$ cat src/rtl/cv32e40p_sleep_ctrl.sv
// Multi-domain sleep / clock-gating controller: idle-gates auxiliary domains in RUN and sequences WFI sleep.
// Optional sleep-cycle statistics counter is built when CV32E40P_SLEEP_STATS_EN is defined.

module cv32e40p_clock_gate (
    input  logic clk_i,
    input  logic en_i,
    input  logic test_en_i,
    output logic clk_o
);

    logic clk_en;

    // Transparent while the clock is low so enable changes never glitch the output.
    always_latch begin
        if (clk_i == 1'b0) begin
            clk_en <= en_i | test_en_i;
        end
    end

    assign clk_o = clk_i & clk_en;

endmodule

module cv32e40p_sleep_ctrl #(
    parameter int NUM_DOMAINS = 3,
    parameter int NUM_WAKE    = 4,
    parameter int SLEEP_DELAY = 2,
    parameter int WAKE_CYCLES = 1,
    parameter int CNT_W       = 32
) (
    input  logic                   clk_ungated_i,
    input  logic                   rst_i,
    input  logic                   scan_cg_en_i,
    output logic [NUM_DOMAINS-1:0] clk_gated_o,
    input  logic                   fetch_enable_i,
    output logic                   fetch_enable_o,
    input  logic [NUM_DOMAINS-1:0] busy_i,
    input  logic [NUM_DOMAINS-1:0] dom_idle_en_i,
    input  logic                   sleep_req_i,
    input  logic                   debug_no_sleep_i,
    input  logic [NUM_WAKE-1:0]    wake_i,
    input  logic [NUM_WAKE-1:0]    wake_mask_i,
    output logic                   core_sleep_o,
    output logic                   wake_ack_o,
    output logic [CNT_W-1:0]       sleep_cnt_o
);

    localparam int IDLE_W = (SLEEP_DELAY > 1) ? $clog2(SLEEP_DELAY) : 1;
    localparam int WAKE_W = (WAKE_CYCLES > 1) ? $clog2(WAKE_CYCLES) : 1;

    typedef enum logic [2:0] {
        RESET,
        RUN,
        DRAIN,
        SLEEP,
        WAKE
    } state_e;

    state_e                 state_reg, state_next;
    logic                   fetch_en_reg;
    logic [NUM_DOMAINS-1:0] busy_reg;
    logic [IDLE_W-1:0]      idle_cnt_reg, idle_cnt_next;
    logic [WAKE_W-1:0]      wake_cnt_reg, wake_cnt_next;
    logic [NUM_DOMAINS-1:0] run_en;
    logic [NUM_DOMAINS-1:0] dom_en;
    logic [NUM_DOMAINS-1:0] gate_en;
    logic                   ack_raw;
    logic                   wake_any;
    logic                   all_idle;
    logic                   unused_bits;

    assign wake_any = |(wake_i & wake_mask_i);
    assign all_idle = ~|busy_i;

    // The core domain never idle-gates in RUN, so its busy/idle-enable bits are not consulted.
    assign unused_bits = dom_idle_en_i[0] ^ busy_reg[0];
    assign run_en[0]   = 1'b1;

    generate
        for (genvar gi = 1; gi < NUM_DOMAINS; gi++) begin : g_run_en
            assign run_en[gi] = busy_i[gi] | busy_reg[gi] | ~dom_idle_en_i[gi];
        end
    endgenerate

    always_ff @(posedge clk_ungated_i) begin
        if (rst_i) begin
            state_reg    <= RESET;
            fetch_en_reg <= 1'b0;
            busy_reg     <= '0;
            idle_cnt_reg <= '0;
            wake_cnt_reg <= '0;
        end else begin
            state_reg    <= state_next;
            fetch_en_reg <= fetch_en_reg | fetch_enable_i;
            busy_reg     <= busy_i;
            idle_cnt_reg <= idle_cnt_next;
            wake_cnt_reg <= wake_cnt_next;
        end
    end

    // Counters default to zero so they are clear on every state entry.
    always_comb begin
        state_next    = state_reg;
        dom_en        = '0;
        idle_cnt_next = '0;
        wake_cnt_next = '0;
        ack_raw       = 1'b0;
        case (state_reg)
            RESET: begin
                if (fetch_en_reg) begin
                    state_next = RUN;
                end
            end
            RUN: begin
                dom_en = run_en;
                if (sleep_req_i && !debug_no_sleep_i) begin
                    state_next = DRAIN;
                end
            end
            DRAIN: begin
                dom_en = '1;
                if (debug_no_sleep_i || !sleep_req_i) begin
                    state_next = RUN;
                end else if (wake_any) begin
                    state_next = RUN;
                    ack_raw    = 1'b1;
                end else if (all_idle && idle_cnt_reg == IDLE_W'(SLEEP_DELAY - 1)) begin
                    state_next = SLEEP;
                end else if (all_idle) begin
                    idle_cnt_next = idle_cnt_reg + IDLE_W'(1);
                end
            end
            SLEEP: begin
                // Combinational so a single-cycle wake pulse clocks the edge that leaves SLEEP.
                dom_en = {NUM_DOMAINS{wake_any | debug_no_sleep_i}};
                if (wake_any || debug_no_sleep_i) begin
                    state_next = WAKE;
                end
            end
            WAKE: begin
                dom_en = '1;
                if (wake_cnt_reg == WAKE_W'(WAKE_CYCLES - 1)) begin
                    ack_raw    = 1'b1;
                    state_next = RUN;
                end else begin
                    wake_cnt_next = wake_cnt_reg + WAKE_W'(1);
                end
            end
            default: begin
                state_next = RESET;
            end
        endcase
    end

    assign gate_en        = dom_en & {NUM_DOMAINS{fetch_en_reg}};
    assign fetch_enable_o = fetch_en_reg;
    assign core_sleep_o   = (state_reg == SLEEP);
    // A reset arriving mid-wake aborts the sequence, so no acknowledge escapes.
    assign wake_ack_o     = ack_raw & ~rst_i;

    generate
        for (genvar gi = 0; gi < NUM_DOMAINS; gi++) begin : g_gate
            cv32e40p_clock_gate u_gate (
                .clk_i     (clk_ungated_i),
                .en_i      (gate_en[gi]),
                .test_en_i (scan_cg_en_i),
                .clk_o     (clk_gated_o[gi])
            );
        end
    endgenerate

`ifdef CV32E40P_SLEEP_STATS_EN
    logic [CNT_W-1:0] sleep_cnt_reg;

    always_ff @(posedge clk_ungated_i) begin
        if (rst_i) begin
            sleep_cnt_reg <= '0;
        end else if (state_reg == SLEEP && sleep_cnt_reg != {CNT_W{1'b1}}) begin
            sleep_cnt_reg <= sleep_cnt_reg + CNT_W'(1);
        end
    end

    assign sleep_cnt_o = sleep_cnt_reg;
`else
    assign sleep_cnt_o = '0;
`endif

endmodule

$ cat config.mk
export PLATFORM = sky130hd
export DESIGN_NAME = cv32e40p_sleep_ctrl
export DESIGN_NICKNAME = d
export VERILOG_FILES = /design/src/rtl/cv32e40p_sleep_ctrl.sv
export SDC_FILE = /design/constraint.sdc
export NUM_CORES = 1
export LEC_CHECK = 0
export ABC_AREA = 1
export ABC_CLOCK_PERIOD_IN_PS = 2100
export CAP_MARGIN = 20
export CORE_MARGIN = 1.5
export CORE_UTILIZATION = 25
export CTS_CLUSTER_SIZE = 16
export DETAILED_ROUTE_END_ITERATION = 10
export GPL_TIMING_DRIVEN = 0
export REMOVE_ABC_BUFFERS = 1
export SLEW_MARGIN = 0
export SYNTH_ARGS = -nofsm -noshare
export SYNTH_HDL_FRONTEND = slang
export SYNTH_SLANG_ARGS = --single-unit
$ cat constraint.sdc
create_clock -name clk_ungated_i -period 2.1 [get_ports clk_ungated_i]
set_input_delay 0.42 -clock clk_ungated_i [delete_from_list [all_inputs] [get_ports clk_ungated_i]]
set_output_delay 0.42 -clock clk_ungated_i [all_outputs]
set_load 0.01 [all_outputs]
==> results of run 1 <==
## how the worst max path moves through the flow
stage,to,slack (ps),cells past startpoint
floorplan,g_gate[0].u_gate.clk_en,0,8
global placement,clk_gated_o[2],-700,3
detailed placement,clk_gated_o[2],-710,3
CTS,clk_gated_o[0],-380,3
global route,clk_gated_o[0],-420,4
finish,clk_gated_o[1],-350,3
## kinds of logic (layout without fill, tap and decap cells)
kind of cell	count (synthesis)	count (layout)	share of synthesized area, %
compound gates	8	8	4.96
buf+inv	53	54	39.6
flops	8	8	19.2
latches	3	3	5.41
other cells	1	33	0.450
simple gates	53	53	30.3
## critical path, stage by stage (launching register included)
cell and delay (ps):
dlxtn_1 390, nand2_1 50, inv_1 40, buf_2 110
## routing by layer
layer | global-route usage [%] | vias to the layer above | share of wire, %
met5 | 0 | - | 0
met4 | 12.1 | 0 | 3.4
met3 | 6.40 | 5 | 7.2
met2 | 13.8 | 34 | 51
met1 | 9.06 | 332 | 39
li1 | - | 383 | -
## layout make-up
class | count | area (sq um)
multi-input combinational | 94 | 434
fill | 354 | 2010
clock buffer | 11 | 71.3
clock inverter | 4 | 28.8
tap | 44 | 55.1
timing repair buffer | 24 | 240
sequential | 11 | 206
inverter | 15 | 56.3
## placed cells by master (no fill, tap or decap), types with 2 or more instances in the layout
cell / count
clkbuf_4: 7
nor2_4: 2
dlymetal6s2s_1: 5
nand4_1: 3
nand2_1: 20
dfxtp_1: 8
clkdlybuf4s50_1: 15
nor2_1: 11
nand3_1: 5
buf_2: 3
nand2_2: 5
dlxtn_1: 2
nand3_2: 2
buf_4: 3
nor2_2: 3
o21ai_1: 2
a21oi_1: 3
inv_1: 17
conb_1: 33
## metrics by stage
| stage | worst slack (ps) | setup TNS [ps] | util [%] | total power (uW) |
|---|---|---|---|---|
| after detailed placement | -709 | -2440 | 31.8 | 699 |
| after floorplan | 0 | 0 | - | 541 |
| after CTS | -378 | -1130 | 33.9 | 1020 |
| after global routing | -423 | -1240 | 35.2 | 1110 |
| after global placement | -701 | -2420 | 31.8 | 694 |
| final | -353 | -1060 | 35.2 | 1020 |
## what timing repair did
| item | CTS | global route |
|---|---|---|
| setup buffers | 1 | 2 |
| pin swaps | 3 | 9 |
| hold endpoints to repair | 0 | 0 |
| setup endpoints to repair | 7 | 7 |
| resized for setup | 14 | 16 |
## power by group
group          total, uW  switching [uW]  internal [uW]
combinational        347             210            138
sequential           256            26.6            229
clock                415             155            260
total               1020             391            627
==> impl_metrics.toml, run 1 <==
[synthesis]
ys_ff_latch = 11
yosys.area.top_type = "buf_4"
yosys.area.top_type_share_pct = 31.5
yosys-top-cells-area = "buf_4 (32%), dfxtp_1 (19%), nand2_1 (11%), inv_1 (7.7%), nor2_1 (5.4%)"
synth_warnings = 0
synth_ff_type = "dfxtp_1"
syn_inst = 126
synthTopCellsByCount = "buf_4 (35), nand2_1 (24), inv_1 (17)"
avgSynthCellArea_sq_um = 6.61
synth.most_common_cell = "buf_4"
synth_area_sq_um = 833
synth-edff-count = 0
ys_types = 19
synthArstFlopShare_pct = 0

[die]
die_w_microns = 60.7
die_h_microns = 60.7
ios = 58
start_util_pct = 26.9
fp-row-count = 20
core_area_sq_um = 3100
dieArea_sq_um = 3690

[run_status]
violations = "negative setup slack"
outcome = "finished with violations"

[placed_design]
io_buffers = 24
place.gp.congestion = 0.785
dp_hpwl_mm = 1.25
placed_area_sq_um = 986
dp.cells = 191

[worst_setup_path]
r2r_slack_ps = 100
r2r-start = "state_reg[1]"
critPathMaxFanout = 1
startpoint = "g_gate[1].u_gate.clk_en"
critical_path_class = "latch -> out"
timing.rr.end = "g_gate[0].u_gate.clk_en"
worstSetupStartpointType = "latch"
worst_ep_arrival_time_ps = 2030
r2r.worst_path.cells = 7
crit_path_end_kind = "output pin"
worstPathRequired_ps = 1680

[grt]
grt_usage_pct = 10.0
grt_max_degree = 7
gr-total-overflow = 0
antenna_found_initial = 0
grt_pass1_vias = 670
grt_pass1_wl_mm = 2.45

[cells_and_area]
fin_area_sq_um = 1090
drive_above_1_share_pct = 18.9
layout.nets = 179
num_antenna_cells = 0
area_growth_pct = 31.1
stdcell_count = 203

[hold_path]
hold_path_depth = 4
worstHoldPathType = "in -> reg"
hp-start = "wake_mask_i[0]"
min_to = "idle_cnt_reg"

[route]
vias = 754
wl_per_cell_microns = 7.96
first_iter_violations = 22
routed_via_density = 3.71
routed_wl_mm = 1.62
ant_nets = 0
drt-pass1-iter-count = 3
drc = 0

[timing]
grt_setup_unrepaired = "yes"
hold_viol = 0
skew_ps = 4.76
drv_slew = 0
hold_slack_ps = 378
setup_viol = 6
setup_slack_ps = -353

[pwr]
vdd_ir_drop_max_mv = 0.190
power_density_nw_per_um2 = 932
leakage_uw = 0.000629

[cts]
holdBufCountCts = 0
cts_tree = "built"
path_clk_slew_ps = 70
clock_latency_ps = 380

[run]
maxCapViolCount = 0
(Power assumes the default switching activity.)
==> run 2, diff against run 1 <==
--- a/config.mk
+++ b/config.mk
@@ -8,3 +8,2 @@
 export ABC_AREA = 1
-export ABC_CLOCK_PERIOD_IN_PS = 2100
 export CAP_MARGIN = 20
--- a/constraint.sdc
+++ b/constraint.sdc
@@ -3,2 +3,2 @@
 set_output_delay 0.42 -clock clk_ungated_i [all_outputs]
-set_load 0.01 [all_outputs]
+set_load 0.1 [all_outputs]
==> run 2 against run 1 <==
Against the previous run: the flow still finishes with violations (negative setup slack); clock power is 97% higher; wire length is 0.12% lower; via count is 0.80% higher.
==> impl_metrics.toml, run 2 (synthesis gave the netlist of run 1 again) <==
[run_status]
outcome = "finished with violations"
violations = "negative setup slack"

[grt]
grt_pass1_vias = 689
grt_max_degree = 7
antenna_found_initial = 0
grtUsageMet2_pct = 13.8
busiest_layer = "met2"
grt_util_met1_pct = 9.06
grt_pass1_wl_mm = 2.48
gr-total-overflow = 0
grt.met3_usage_pct = 6.61
grt_usage_pct = 10.1

[route]
routed_via_density = 3.74
routed_wl_mm = 1.61
drc = 0
drt-pass1-iter-count = 2
vias = 760
wl_per_cell_microns = 7.95
first_iter_violations = 16
ant_nets = 0

[die]
die_w_microns = 60.7
dieArea_sq_um = 3690
die_h_microns = 60.7
ios = 58
start_util_pct = 26.9
core_area_sq_um = 3100
fp-row-count = 20

[pwr]
p_int_uw = 748
clockPowerShare_pct = 48.4
vdd_ir_drop_max_mv = 0.287
switching_power_uw = 944
sequentialPowerShare_pct = 15.2
power_density_nw_per_um2 = 1490
power.total_uw = 1690
switching_share_pct = 55.8
combPwrFrac_pct = 36.5
leakage_uw = 0.000599

[worst_setup_path]
worstSetupStartpointType = "latch"
crit_path_end_kind = "output pin"
worstPathRequired_ps = 1680
critical_path_class = "latch -> out"
startpoint = "g_gate[2].u_gate.clk_en"
critPathMaxFanout = 1
path_cells = "nand2_1 -> inv_2 -> buf_12"
cp_slowest_stage_delay_ps = 390
cp_slowest_cell = "dlxtn_1"
r2r_slack_ps = 50
worst_ep_arrival_time_ps = 2120
r2r-start = "state_reg[1]"

[cts]
clock_latency_ps = 380
cts_tree = "built"
path_clk_slew_ps = 70

[placed_design]
pre_cts_slack_ps = -1310
place.gp.congestion = 0.785
io_buffers = 24
placed_area_sq_um = 986
dp_hpwl_mm = 1.25

[timing]
slew_headroom_pct = 64.2
setup_viol = 6
drv_slew = 0
hold_viol = 0
skew_ps = 5.98
setup_slack_ps = -440
tightestPinTransition_ps = 539
grt_setup_unrepaired = "yes"

[cells_and_area]
fin_area_sq_um = 1140
layout.nets = 179
area_growth_pct = 36.8
fillers = 344
num_antenna_cells = 0
postLayoutCoreUtil_pct = 36.7
drive_above_1_share_pct = 23.9
final_common_cell = "conb_1"
final_cell_mix = "conb_1 (33), nand2_1 (18), clkdlybuf4s50_1 (18)"

[hold_path]
hp-start = "idle_cnt_reg"
worstHoldPathType = "reg -> reg"

[run]
maxCapViolCount = 0
-- run 2: worst paths after layout --
path	to	cells past startpoint
min	idle_cnt_reg	3
min reg2reg	idle_cnt_reg	3
max	clk_gated_o[2]	3
max reg2reg	g_gate[0].u_gate.clk_en	6
-- run 2: timing repair --
action / CTS / global route
hold buffers: 0 / 0
cloned: 0 / 0
endpoints found under the setup margin: 9 / 8
buffers inserted: 0 / 3
pin swaps: 4 / 5
resized for setup: 44 / 17
-- run 2: cell type report --
cell class / count / area, sq um / share of cell area, %
Multi-Input combinational cell: 94 / 444 / 39.0
Timing Repair Buffer: 24 / 233 / 20.4
Sequential cell: 11 / 206 / 18.1
Clock buffer: 11 / 116 / 10.2
Inverter: 15 / 56.3 / 4.94
Tap cell: 44 / 55.1 / 4.83
Clock inverter: 4 / 28.8 / 2.52
-- run 2: metal layers --
layer | up-vias | part of all wire [%] | wire length, microns
met2 | 34 | 52 | 832
met4 | 0 | 3.3 | 54
met3 | 4 | 7.6 | 122
met5 | - | 0 | 0
met1 | 337 | 37 | 605
li1 | 385 | - | -
-- run 2: power by group through the flow --
stage,logic [uW],clock network [uW],registers (uW)
floorplan,492,299,264
global route,661,863,260
finish,617,819,257
detailed placement,589,365,259
global placement,585,365,259
CTS,594,829,254
-- run 2: stage by stage --
step                      instances  hold slack (ps)  TNS [ps]
final                           203              541     -1320
after floorplan                 123              486     -5070
after global routing            203              597     -1490
after detailed placement        191              528     -4940
after CTS                       200              536     -1380
after global placement          191              518     -4940
-- run 2: worst max-delay path, delay by kind of cell, from the launching register on --
| kind | cells | cell delay (ps) |
|---|---|---|
| latches | 1 | 390 |
| AND/OR/NAND/NOR | 1 | 60 |
| buffers and inverters | 2 | 220 |
==> run 3, diff against run 2 <==
ABC_CLOCK_PERIOD_IN_PS = 2100   (was not set)
==> results of run 3 <==
Same layout as run 2: the final DEF is identical, and so are final timing and power.
==> edit 1 (settings of run 3) <==
The option `CV32E40P_SLEEP_STATS_EN` is turned on by a define.
--- a/src/rtl/cv32e40p_sleep_ctrl.sv
+++ b/src/rtl/cv32e40p_sleep_ctrl.sv
@@ -1,4 +1,6 @@
 // Multi-domain sleep / clock-gating controller: idle-gates auxiliary domains in RUN and sequences WFI sleep.
 // Optional sleep-cycle statistics counter is built when CV32E40P_SLEEP_STATS_EN is defined.
+
+`define CV32E40P_SLEEP_STATS_EN
 
 module cv32e40p_clock_gate (
Function: not checked (the comparison handles one clock edge and no latches or derived clocks); the edit may change what the design does.
==> edit 1 against run 3 <==
- the flow still finishes with violations (negative setup slack)
- sequential cell count grew 32
- design area grew to 3.4 times the old value
- routed wire length grew to 4.9 times the old value
- critical path type unchanged
- setup slack lost 0.050 ns
- worst hold slack lost 0.11 ns
- register-to-register slack lost 0.05 ns
- highest routed layer unchanged
- sequential power grew to 3.5 times the old value
- power grew 76%
- area after synthesis grew to 3.3 times the old value
- critical endpoint unchanged
==> edit 1: results (changes against run 3) <==
The post-detailed-placement half-perimeter wirelength was 5423 µm (was 1249 µm). Run status: finished, violations left (unchanged). The ratio of cells with drive above 1 in the final layout came to 0.2826 (was 0.2390). The distinct cell type count after synthesis is 30 (was 19). Cell types occupying the most area after synthesis: sky130_fd_sc_hd__dfxtp_1 29%, sky130_fd_sc_hd__nand2_1 18%, sky130_fd_sc_hd__nor2_1 11%, sky130_fd_sc_hd__a21oi_2 6.3%, sky130_fd_sc_hd__inv_1 5.8% (was sky130_fd_sc_hd__buf_4 32%, sky130_fd_sc_hd__dfxtp_1 19%, sky130_fd_sc_hd__nand2_1 11%, sky130_fd_sc_hd__inv_1 7.7%, sky130_fd_sc_hd__nor2_1 5.4%).

The number of detailed-routing iterations run before antenna repair is 4 (was 2). The actual slew at the worst max-slew pin is 0.9628 ns (was 0.5386 ns). The number of buffers inserted by port buffering is 56 (was 24).

The placer congestion estimate is 0.8700 (was 0.7850). The initial DRC count is 130 (was 16). The post-synthesis cell count is 435 (was 126). The type of the worst min-delay path is flip-flop to flip-flop (unchanged). The number of cells upsized or downsized after cts came out at 157 (was 44). The clock latency reported for the late side of the worst-skew pair is 0.41 ns (was 0.38 ns). The setup skew after layout is 0.006440 ns (was 0.005978 ns). The total detailed-routing wirelength was 7965 µm (was 1614 µm). The worst-path maximum fanout came out at 1 (unchanged).

The placed instance area came out at 3398 µm² (was 985.9 µm²). The per-cell via count in the routed design came out at 4.478 (was 3.744). The global-route wire length before repair is 12,630 µm (was 2477 µm). The pin count of the biggest net entering global routing is 32 (was 7). The overall routing resource usage came out at 0.1380 (was 0.1011). The final worst setup slack is -0.4897 ns (was -0.4399 ns).

The number of global-route vias before repair is 2,763 (was 689). The final net count came to 525 (was 179). The setup slack of the most critical reg-to-reg path came to 0 ns (was 0.05 ns). Violated checks: negative setup slack (unchanged). The worst slack after detailed placement is -1.701 ns (was -1.308 ns). The diode insertion count for antenna repair is 0 (unchanged). The post-CTS setup buffer count came out at 9 (was 0). The smallest hold slack came out at 0.4300 ns (was 0.5411 ns).

The via total after detailed routing is 2,893 (was 760). The number of filler instances in the final layout is 1,169 (was 344). The number of placed cells counting well taps is 619 (was 191). The leakage dissipation is 1.493 nW (was 0.5993 nW). The critical-path cell with the highest stage delay is sky130_fd_sc_hd__dlxtn_2 (was sky130_fd_sc_hd__dlxtn_1). The signal arrival time at the worst endpoint was 2.17 ns (was 2.12 ns). Top post-synthesis cells by count: 135 x sky130_fd_sc_hd__nand2_1, 78 x sky130_fd_sc_hd__nor2_1, 43 x sky130_fd_sc_hd__inv_1 (was 35 x sky130_fd_sc_hd__buf_4, 24 x sky130_fd_sc_hd__nand2_1, 17 x sky130_fd_sc_hd__inv_1). The setup TNS came out at -1.497 ns (was -1.315 ns). The maximum single-stage delay on the critical path came out at 0.42 ns (was 0.39 ns). The worst voltage drop across the vdd grid is 922.4 µV (was 287.1 µV). The total setup violations reported at the end of the flow came out at 7 (was 6).
## edit 1: cell types whose count changed after synthesis, sizes merged, moves of 10 or more
cell,run 3,this run
nand2,25,162
nor2,16,84
dfxtp,8,40
inv,18,44
buf,35,11
a21oi,3,26
nand3,7,21
xor2,0,10
## edit 1: cell type report
cell class	count	area [µm²]	share of cell area
Multi-Input combinational cell	336	1748	0.4551
Timing Repair Buffer	66	658.1	0.1713
Tap cell	140	175.2	0.04560
Sequential cell	43	853.3	0.2221
Clock buffer	15	215.2	0.05603
Inverter	42	162.7	0.04235
Clock inverter	4	28.78	0.007492
## edit 1: cells by family after synthesis
family	share of synthesized area
adders and majority gates	0.004506
buffers and inverters	0.1000
latches	0.01622
and+or+nand+nor	0.4538
other	0.001351
xor gates and xnor gates	0.04732
AOI/OAI and AO/OA	0.08833
DFF	0.2884
## edit 1: path summary, 6_finish.rpt
path | startpoint | end | cells after the start
worst min register to register | idle_cnt_reg | idle_cnt_reg | 1
worst max register to register | state_reg[0] | g_gate[2].u_gate.clk_en | 8
worst min-delay path | idle_cnt_reg | idle_cnt_reg | 1
worst max-delay path | g_gate[2].u_gate.clk_en | clk_gated_o[2] | 3
## edit 1: per-layer routing
layer	GRT usage	vias to the layer above	wire, µm
met2	0.2392	76	3887
met3	0.04039	12	435
met4	0.06109	0	130
met5	0	-	0
li1	-	1487	-
met1	0.1566	1318	3512
## edit 1: critical path: cells and delay by family (launching register included)
| kind | cells | cell delay (ns) |
|---|---|---|
| latches | 1 | 0.42 |
| and+or+nand+nor | 1 | 0.06 |
| buffers and inverters | 2 | 0.22 |
## edit 1: power by group
group / internal [mW] / total, mW / switching, mW
sequential: 0.851 / 0.890 / 0.0387
clock: 0.692 / 1.40 / 0.708
combinational: 0.242 / 0.689 / 0.448
total: 1.78 / 2.98 / 1.19
==> edit 2 (settings of run 3) <==
Without the edit above. Change the parameter `NUM_WAKE` from 4 to 5.
--- a/src/rtl/cv32e40p_sleep_ctrl.sv
+++ b/src/rtl/cv32e40p_sleep_ctrl.sv
@@ -24,5 +24,5 @@
 module cv32e40p_sleep_ctrl #(
     parameter int NUM_DOMAINS = 3,
-    parameter int NUM_WAKE    = 4,
+    parameter int NUM_WAKE    = 5,
     parameter int SLEEP_DELAY = 2,
     parameter int WAKE_CYCLES = 1,
Ports: changed (resized wake_i and wake_mask_i); port bits go from 58 to 60. The function was not compared with the original's and may differ.
==> edit 2 against run 3 <==
- setup slack worse by 0.0059 ns
- first-iteration DRC count stayed put
- area after synthesis is 4.1% higher
- worst hold slack worse by 0.043 ns
- design area is 9.2% higher
- routed wire length is 9.2% higher
- highest routed layer is now met3
- utilization is 0.57 points higher
- power is 6.6% higher
- clock skew hardly changed
- critical path depth stayed put
- sequential cell count stayed put
- the flow still finishes with violations (negative setup slack)
==> edit 2: results (changes against run 3) <==
The total detailed-routing wirelength came to 1762 µm (was 1614 µm). The distinct cell type count after synthesis came to 20 (was 19). The count of cells along the worst hold path came out at 2 (was 3). The total setup violations reported at the end of the flow is 6 (unchanged). The final worst setup slack is -0.4458 ns (was -0.4399 ns). Cell types occupying the most area after synthesis: sky130_fd_sc_hd__buf_4 30%, sky130_fd_sc_hd__dfxtp_1 18%, sky130_fd_sc_hd__nand2_1 13%, sky130_fd_sc_hd__inv_1 5.6%, sky130_fd_sc_hd__nor2_1 5.2% (was sky130_fd_sc_hd__buf_4 32%, sky130_fd_sc_hd__dfxtp_1 19%, sky130_fd_sc_hd__nand2_1 11%, sky130_fd_sc_hd__inv_1 7.7%, sky130_fd_sc_hd__nor2_1 5.4%). The ratio of cells with drive above 1 in the final layout came out at 0.3234 (was 0.2390). The met2 demand-to-capacity share in global routing came out at 0.1609 (was 0.1382).

The met2 routed wirelength came out at 930 µm (was 832 µm). The launching point of the worst reg2reg path is state_reg[0] (was state_reg[1]). The placed instance area came to 1042 µm² (was 985.9 µm²).

Run status: finished, violations left (unchanged). The global-route wire length before repair came out at 2601 µm (was 2477 µm). The count of non-filler cells in the finished layout came out at 213 (was 203). The power dissipated in sequential cells came to 0.275 mW (was 0.257 mW). Top post-synthesis cells by count: 35 x sky130_fd_sc_hd__buf_4, 30 x sky130_fd_sc_hd__nand2_1, 13 x sky130_fd_sc_hd__inv_1 (was 35 x sky130_fd_sc_hd__buf_4, 24 x sky130_fd_sc_hd__nand2_1, 17 x sky130_fd_sc_hd__inv_1). The number of placed cells counting well taps is 202 (was 191). The number of buffers inserted by port buffering is 26 (was 24).

The number of detailed-routing iterations run before antenna repair came out at 4 (was 2). The setup skew after layout came to 0.005813 ns (was 0.005978 ns). The placer congestion estimate is 0.8120 (was 0.7850). Violated checks: negative setup slack (unchanged). The post-synthesis cell count is 133 (was 126). The routing usage on met1 came to 0.09102 (was 0.09056). The number of global-route vias before repair was 709 (was 689). The pin count of the biggest net entering global routing came to 8 (was 7). The cell-internal power is 0.7986 mW (was 0.7483 mW). The met1 wire length is 692 µm (was 605 µm).

The actual slew at the worst max-slew pin is 0.5502 ns (was 0.5386 ns). The post-detailed-placement half-perimeter wirelength is 1320 µm (was 1249 µm).
edit 2: cell count changes in the layout (fill, tap and decap cells not counted), moves of 3 or more:
cell and change:
sky130_fd_sc_hd__a21oi_2 +3, sky130_fd_sc_hd__inv_1 -5, sky130_fd_sc_hd__inv_2 +3, sky130_fd_sc_hd__nand2_1 +3
edit 2: worst max path at each step:
stage,to,slack (ns),depth (start not counted)
6_report,clk_gated_o[2],-0.45,3
4_1_cts,clk_gated_o[2],-0.47,3
2_1_floorplan,clk_gated_o[1],-1.02,2
3_3_place_gp,clk_gated_o[0],-1.32,3
3_5_place_dp,clk_gated_o[0],-1.31,3
5_1_grt,clk_gated_o[1],-0.50,3
edit 2: area by class of cell:
class	count	area, µm²	share of cell area
tap	46	57.56	0.04623
clock buffer	11	116.4	0.09347
timing repair buffer	25	251.5	0.2020
multi-input combinational	102	529.3	0.4251
sequential	11	209.0	0.1678
clock inverter	4	28.78	0.02312
inverter	14	52.55	0.04221
